$ cat src/rtl/serializer_frame_tx.sv
// UART frame serializer: start, DATA_WIDTH data bits, optional parity, 1 or 2 stop bits.
// One-word holding register lets the next frame start right after the last stop bit.
module serializer_frame_tx #(
    parameter int DATA_WIDTH = 8
) (
    input  logic                  clk,
    input  logic                  rst,
    input  logic [DATA_WIDTH-1:0] in_data,
    input  logic                  in_valid,
    output logic                  in_ready,
    input  logic                  par_en,
    input  logic                  par_odd,
    input  logic                  stop2,
    input  logic                  msb_first,
    output logic                  tx_out,
    output logic                  busy,
    output logic                  frame_done
);

    localparam int CW = $clog2(DATA_WIDTH + 1);

    typedef enum logic [2:0] {IDLE, START, DATA, PARITY, STOP1, STOP2} state_t;

    state_t                state, next_state;
    logic                  load;
    logic                  final_stop;

    logic [DATA_WIDTH-1:0] hold_data;
    logic                  hold_valid;
    logic                  hold_par_en, hold_par_odd, hold_stop2, hold_msb;

    logic [DATA_WIDTH-1:0] shift;
    logic [CW-1:0]         cnt;
    logic                  cfg_par_en, cfg_stop2, cfg_msb;
    logic                  par_bit;

    assign in_ready   = !hold_valid;
    assign final_stop = (state == STOP1 && !cfg_stop2) || (state == STOP2);

    always_ff @(posedge clk or negedge rst) begin
        if (!rst) begin
            state <= IDLE;
        end else begin
            state <= next_state;
        end
    end

    always_comb begin
        next_state = state;
        load       = 1'b0;
        case (state)
            IDLE: begin
                if (hold_valid) begin
                    load       = 1'b1;
                    next_state = START;
                end
            end
            START:  next_state = DATA;
            DATA: begin
                if (cnt == CW'(DATA_WIDTH - 1))
                    next_state = cfg_par_en ? PARITY : STOP1;
            end
            PARITY: next_state = STOP1;
            STOP1, STOP2: begin
                if (state == STOP1 && cfg_stop2) begin
                    next_state = STOP2;
                end else if (hold_valid) begin
                    load       = 1'b1;
                    next_state = START;
                end else begin
                    next_state = IDLE;
                end
            end
            default: next_state = IDLE;
        endcase
    end

    // Holding register; load and accept are mutually exclusive because load needs hold_valid.
    always_ff @(posedge clk or negedge rst) begin
        if (!rst) begin
            hold_data    <= '0;
            hold_valid   <= 1'b0;
            hold_par_en  <= 1'b0;
            hold_par_odd <= 1'b0;
            hold_stop2   <= 1'b0;
            hold_msb     <= 1'b0;
        end else if (in_valid && !hold_valid) begin
            hold_data    <= in_data;
            hold_valid   <= 1'b1;
            hold_par_en  <= par_en;
            hold_par_odd <= par_odd;
            hold_stop2   <= stop2;
            hold_msb     <= msb_first;
        end else if (load) begin
            hold_valid   <= 1'b0;
        end
    end

    always_ff @(posedge clk or negedge rst) begin
        if (!rst) begin
            shift      <= '0;
            cnt        <= '0;
            cfg_par_en <= 1'b0;
            cfg_stop2  <= 1'b0;
            cfg_msb    <= 1'b0;
            par_bit    <= 1'b0;
        end else begin
            if (load) begin
                shift      <= hold_data;
                cfg_par_en <= hold_par_en;
                cfg_stop2  <= hold_stop2;
                cfg_msb    <= hold_msb;
                par_bit    <= (^hold_data) ^ hold_par_odd;
            end else if (state == DATA) begin
                shift <= cfg_msb ? (shift << 1) : (shift >> 1);
            end

            if (state == START)
                cnt <= '0;
            else if (state == DATA)
                cnt <= cnt + CW'(1);
        end
    end

    // Outputs decode purely from state registers, so reset forces them immediately.
    always_comb begin
        tx_out = 1'b1;
        case (state)
            START:   tx_out = 1'b0;
            DATA:    tx_out = cfg_msb ? shift[DATA_WIDTH-1] : shift[0];
            PARITY:  tx_out = par_bit;
            default: tx_out = 1'b1;
        endcase
    end

    assign busy       = (state != IDLE);
    assign frame_done = final_stop;

endmodule

$ cat config.mk
export PLATFORM = sky130hd
export DESIGN_NAME = serializer_frame_tx
export DESIGN_NICKNAME = d
export VERILOG_FILES = /design/src/rtl/serializer_frame_tx.sv
export SDC_FILE = /design/constraint.sdc
export NUM_CORES = 1
export LEC_CHECK = 0
export CORE_UTILIZATION = 55
export CTS_CLUSTER_DIAMETER = 120
export DETAILED_ROUTE_END_ITERATION = 8
export PLACE_DENSITY_LB_ADDON = 0.05
export SYNTH_ARGS = -nofsm -noshare
export SYNTH_HDL_FRONTEND = slang
export SYNTH_SLANG_ARGS = --single-unit
$ cat constraint.sdc
create_clock -name clk -period 2 [get_ports clk]
set_input_delay 0.2 -clock clk [delete_from_list [all_inputs] [get_ports clk]]
set_output_delay 0.2 -clock clk [all_outputs]
set_load 0.05 [all_outputs]
# Yosys cells after proc, flatten, opt, wreduce, memory -nomap -nowiden
# Cells that the tools add are included.
# W data, S select, Z words.
# word_totals
input_bits	15
reg_bits	32
wordCells	55
out_inout_bits	4
# classes
n_eq_ne	8
n_bitwise	1
n_addsub	1
n_reduce_logical	14
muxes	18
# op_table
cell	count
$mux W8	3
$pmux W3 S5	1
$mux W3	4
$mux W4	2
$reduce_xor A8 Y1	1
$eq A3 B2 Y1 const B	2
$eq A3 B3 Y1 const B	2
$mux W1	6
$reduce_bool A2 Y1	3
$add A4 B1 Y4 const B	1
$eq A4 B3 Y1 const B	1
$ne A2 B2 Y1 const B	2
$eq A3 B1 Y1 const B	1
$logic_and A1 B1 Y1	3
$logic_not A3 Y1	1
$pmux W1 S3	1
$reduce_bool A3 Y1	1
$logic_not A1 Y1	2
$pmux W1 S2	1
$reduce_and A2 Y1	1
$reduce_or A2 Y1	1
$logic_or A1 B1 Y1	1
$xor A1 B1 Y1	1

# Longest topological paths before layout
# depth
depth_word	6
mapped_depth	6
depth_no_buf	4

# Worst setup path before layout
# No wires, ideal clock.
# synth_timing
path_type	register to output
startpoint	register state[2]
endpoint	output frame_done
path_buffers	1
t_arrival_ns	1.421
path_stages_with_launch	4
path_slack_ns	0.379
cell_sequence	dfrtp_1 -> buf_2 -> nor2b_1 -> nor2b_1
# synth_between
elab_chain_len	3
word_cells_on_any_way	4
classes_between	eq/ne (2); reduce/logical (2)
# synth_rtl
item	line_no	rtl
start, declared	24	state_t state, next_state;
start signal, assigned	44	state <= next_state;
$eq A3 B3 Y1	38	assign final_stop = (state == STOP1 && !cfg_stop2) || (state == STOP2);
$logic_and A1 B1 Y1	38	
$logic_or A1 B1 Y1 *	38	
end, declared	17	output logic frame_done
# Mark *: on every way between the ends. The rest lies on a longest branch, timed or not.

# Final worst setup path
# layout_timing
startpoint	register hold_valid
endpoint	output in_ready
# layout_between
elab_chain_len	1
# layout_rtl
item	line_no	rtl
start, declared	29	logic hold_valid;
start signal, assigned	82	hold_valid <= 1'b0;
start signal, assigned	89	hold_valid <= 1'b1;
start signal, assigned	95	hold_valid <= 1'b0;
$logic_not A1 Y1	37	assign in_ready = !hold_valid;
end, declared	10	output logic in_ready,
# Every way passes these cells.

==> impl_metrics.tcl <==
set metrics [dict create \
    status "finished, violations left" \
    failed_checks "DRC" \
    slowest_stage "clkdlybuf4s50_1" \
    synth.distinct_cells 35 \
    post_cts_resized 0 \
    avgSynthCellArea_um2 10.62 \
    netlist_area_um2 1668 \
    cts_hold_buf 0 \
    synth_top_flop_cell "dfrtp_1" \
    drv_slew 0 \
    rsz0062_at_grt "no" \
    cap_viol_max_count 0 \
    setup.worst_path.end_class "primary output" \
    clk_pin_slew_ns 0.10 \
    max_stage_delay_ns 0.79 \
    first_pass_iters 7 \
    die_w_um 57.07 \
    dr.first_iter.drc_count 61 \
    core_um2 2805 \
    post_dp_cell_area_um2 1867 \
    crit_required_ns 1.80 \
    synth_area_leader_cell "dfrtp_1" \
    diodes 0 \
    clkSinkCount 32 \
    synthArstFlopShare 1.000 \
    nFillCells 236 \
    crit_chain "inv_1 -> clkdlybuf4s50_1" \
    start_util 0.5946 \
    vias_per_cell 5.670 \
    r2r_end "shift[7]$_DFFE_PN0P_" \
    clockRootBuffer "clkbuf_4" \
    areaGrowthSynthToFinish_pct 15.68 \
    hold_path.class "in -> async" \
    ff2ff_path_depth 5 \
    globalRouteOverflowTotal 0 \
    crit_fanout 5 \
    netlist_instances 157 \
    fin_crit_sh 0.9277 \
    yosys-top-cells-count "dfrtp_1 (32), o21ai_0 (23), nand2_1 (18), mux2_2 (13), mux2i_1 (9)" \
    p_comb_frac 0.513 \
    postLayoutCellArea_um2 1929 \
    numCtsBuffers 5 \
    drc 2 \
    p_clk_frac 0.108 \
    p_seq_frac 0.378 \
    holdWs_ns 0.2643 \
    crit_type "reg -> out" \
    cts_tree "yes" \
    synth_edf_count 0 \
    p_sw_mw 1.406 \
    grt_pass1_wl_mm 5.002 \
    worstMarginPinSlew_ns 0.5559 \
    synth_top_area_share 0.4801 \
    slew_headroom 0.6290 \
    clock.fmax_ghz 0.5390 \
    max-vdd-ir-drop_uv 952.9 \
    die_area_um2 3256 \
    detail_route.wl_per_cell_um 14.15 \
    place_congestion 0.7804 \
    post-route-util 0.6878 \
    sw_frac_of_total 0.4039 \
    regToRegSetupSlack_ns 0.34 \
    die_y_um 57.07 \
    io_pins 19 \
    fin_crit_ns 1.855 \
    hold_viol 0 \
    rows 19 \
    synthTopCellsByArea "dfrtp_1 (48%), mux2_2 (8.8%), o21ai_0 (6.9%), mux2i_1 (5.4%), nand2_1 (4.1%)" \
    vias 1185 \
    reg2reg_from "state[2]$_DFFE_PN0P_" \
    wirelength_mm 2.958 \
    io_buffers 18 \
    grt_use_total 0.2069 \
    total_power_mw 3.481 \
    place_hpwl_mm 2.150 \
    cp.arrival_ns 1.66 \
    clk_latency_ns 0.32 \
    finalSetupTns_ns 0 \
    grt_pass1_vias 1077 \
    yosysWarnings 0 \
    setup_viol_count_final 0 \
    skew_ns 0.007733 \
    synth_seq_area_share 0.4801 \
    clk_path_buf_depth 2 \
    ys_ff_latch 32 \
    p_int_mw 2.075 \
    drive_above_1_share 0.1966 \
    grt_max_degree 33 \
    htreeDepth 2 \
    syn_nets 173 \
    cts_setup_buffers 0 \
    antenna_found_initial 0 \
    yosysMostFrequentCell "dfrtp_1" \
    ant_nets 0 \
    power.density_nw_per_um2 1804 \
    worstSetupStartpointType "flop" \
    nets 193 \
    power_leakage_nw 0.8198 \
]
==> power by group through the flow <==
stage | Combinational, mW | Sequential (mW) | Clock [mW]
after floorplan | 1.59 | 1.16 | 0
after global placement | 1.74 | 1.31 | 0
after detailed placement | 1.80 | 1.33 | 0
after CTS | 1.80 | 1.31 | 0.395
after global routing | 1.95 | 1.37 | 0.423
final | 1.79 | 1.32 | 0.377
==> registers in the layout, indices dropped and copies added, names as in the netlist, 3 cells and up <==
register / count
cnt: 4
hold_data: 8
shift: 8
state: 3
==> critical path, delay by kind of cell, from the launching register on <==
kind                   cells  cell delay [ns]
buffers and inverters      2             0.87
flip-flops                 1             0.47
==> cells by family after synthesis <==
logic type | after synthesis | synth area share
DFF | 32 | 0.4801
muxes | 24 | 0.1575
AOI/OAI and AO/OA | 41 | 0.1418
xor gates and xnor gates | 7 | 0.04501
and+or+nand+nor | 38 | 0.1215
buffers and inverters | 14 | 0.04651
adders and majority gates | 1 | 0.007501
==> worst max path at each step <==
stage | startpoint | to | slack (ns) | depth (start not counted)
global placement | cfg_msb$_DFFE_PN0P_ | tx_out | 0.38 | 4
global route | state[1]$_DFFE_PN0P_ | tx_out | 0.06 | 4
finish | hold_valid$_DFFE_PN0P_ | in_ready | 0.14 | 2
floorplan | state[2]$_DFFE_PN0P_ | frame_done | 0.38 | 3
detailed placement | state[2]$_DFFE_PN0P_ | shift[7]$_DFFE_PN0P_ | 0.37 | 5
CTS | cfg_msb$_DFFE_PN0P_ | tx_out | 0.01 | 4
==> stage by stage <==
| step | setup WS [ns] | cells |
|---|---|---|
| 4_1_cts | 0.01419 | 209 |
| 2_1_floorplan | 0.3786 | 157 |
| 3_5_place_dp | 0.3718 | 201 |
| 6_report | 0.1446 | 209 |
| 5_1_grt | 0.06182 | 209 |
| 3_3_place_gp | 0.3750 | 201 |
==> per-layer routing <==
layer  part of all wire  GRT usage  up-vias
met5                  0          0        -
met4             0.0081    0.07666        0
met3              0.041    0.07256        2
met2               0.45     0.3008       31
met1               0.50     0.2881      571
li1                   -          -      581
==> cell type report <==
class / instances / area, um2 / share of cell area
Sequential cell: 32 / 802.0 / 0.4157
Multi-Input combinational cell: 111 / 789.5 / 0.4092
Timing Repair Buffer: 23 / 222.7 / 0.1154
Clock buffer: 6 / 51.30 / 0.02659
Tap cell: 31 / 38.79 / 0.02010
Inverter: 4 / 15.01 / 0.007782
Clock inverter: 2 / 10.01 / 0.005188
==> placed cells by master (no fill, tap or decap), types with 2 or more instances in the layout <==
cell type	instances
a21oi_1	8
buf_4	7
clkbuf_4	5
clkdlybuf4s50_1	15
clkinv_2	2
dfrtp_1	31
inv_1	4
mux2_2	13
mux2i_1	9
nand2_1	18
nor2_1	5
nor2b_1	7
o21a_1	2
o21ai_0	23
o21ai_1	2
xnor2_1	5
No activity file was read; power rests on OpenSTA's default activity.
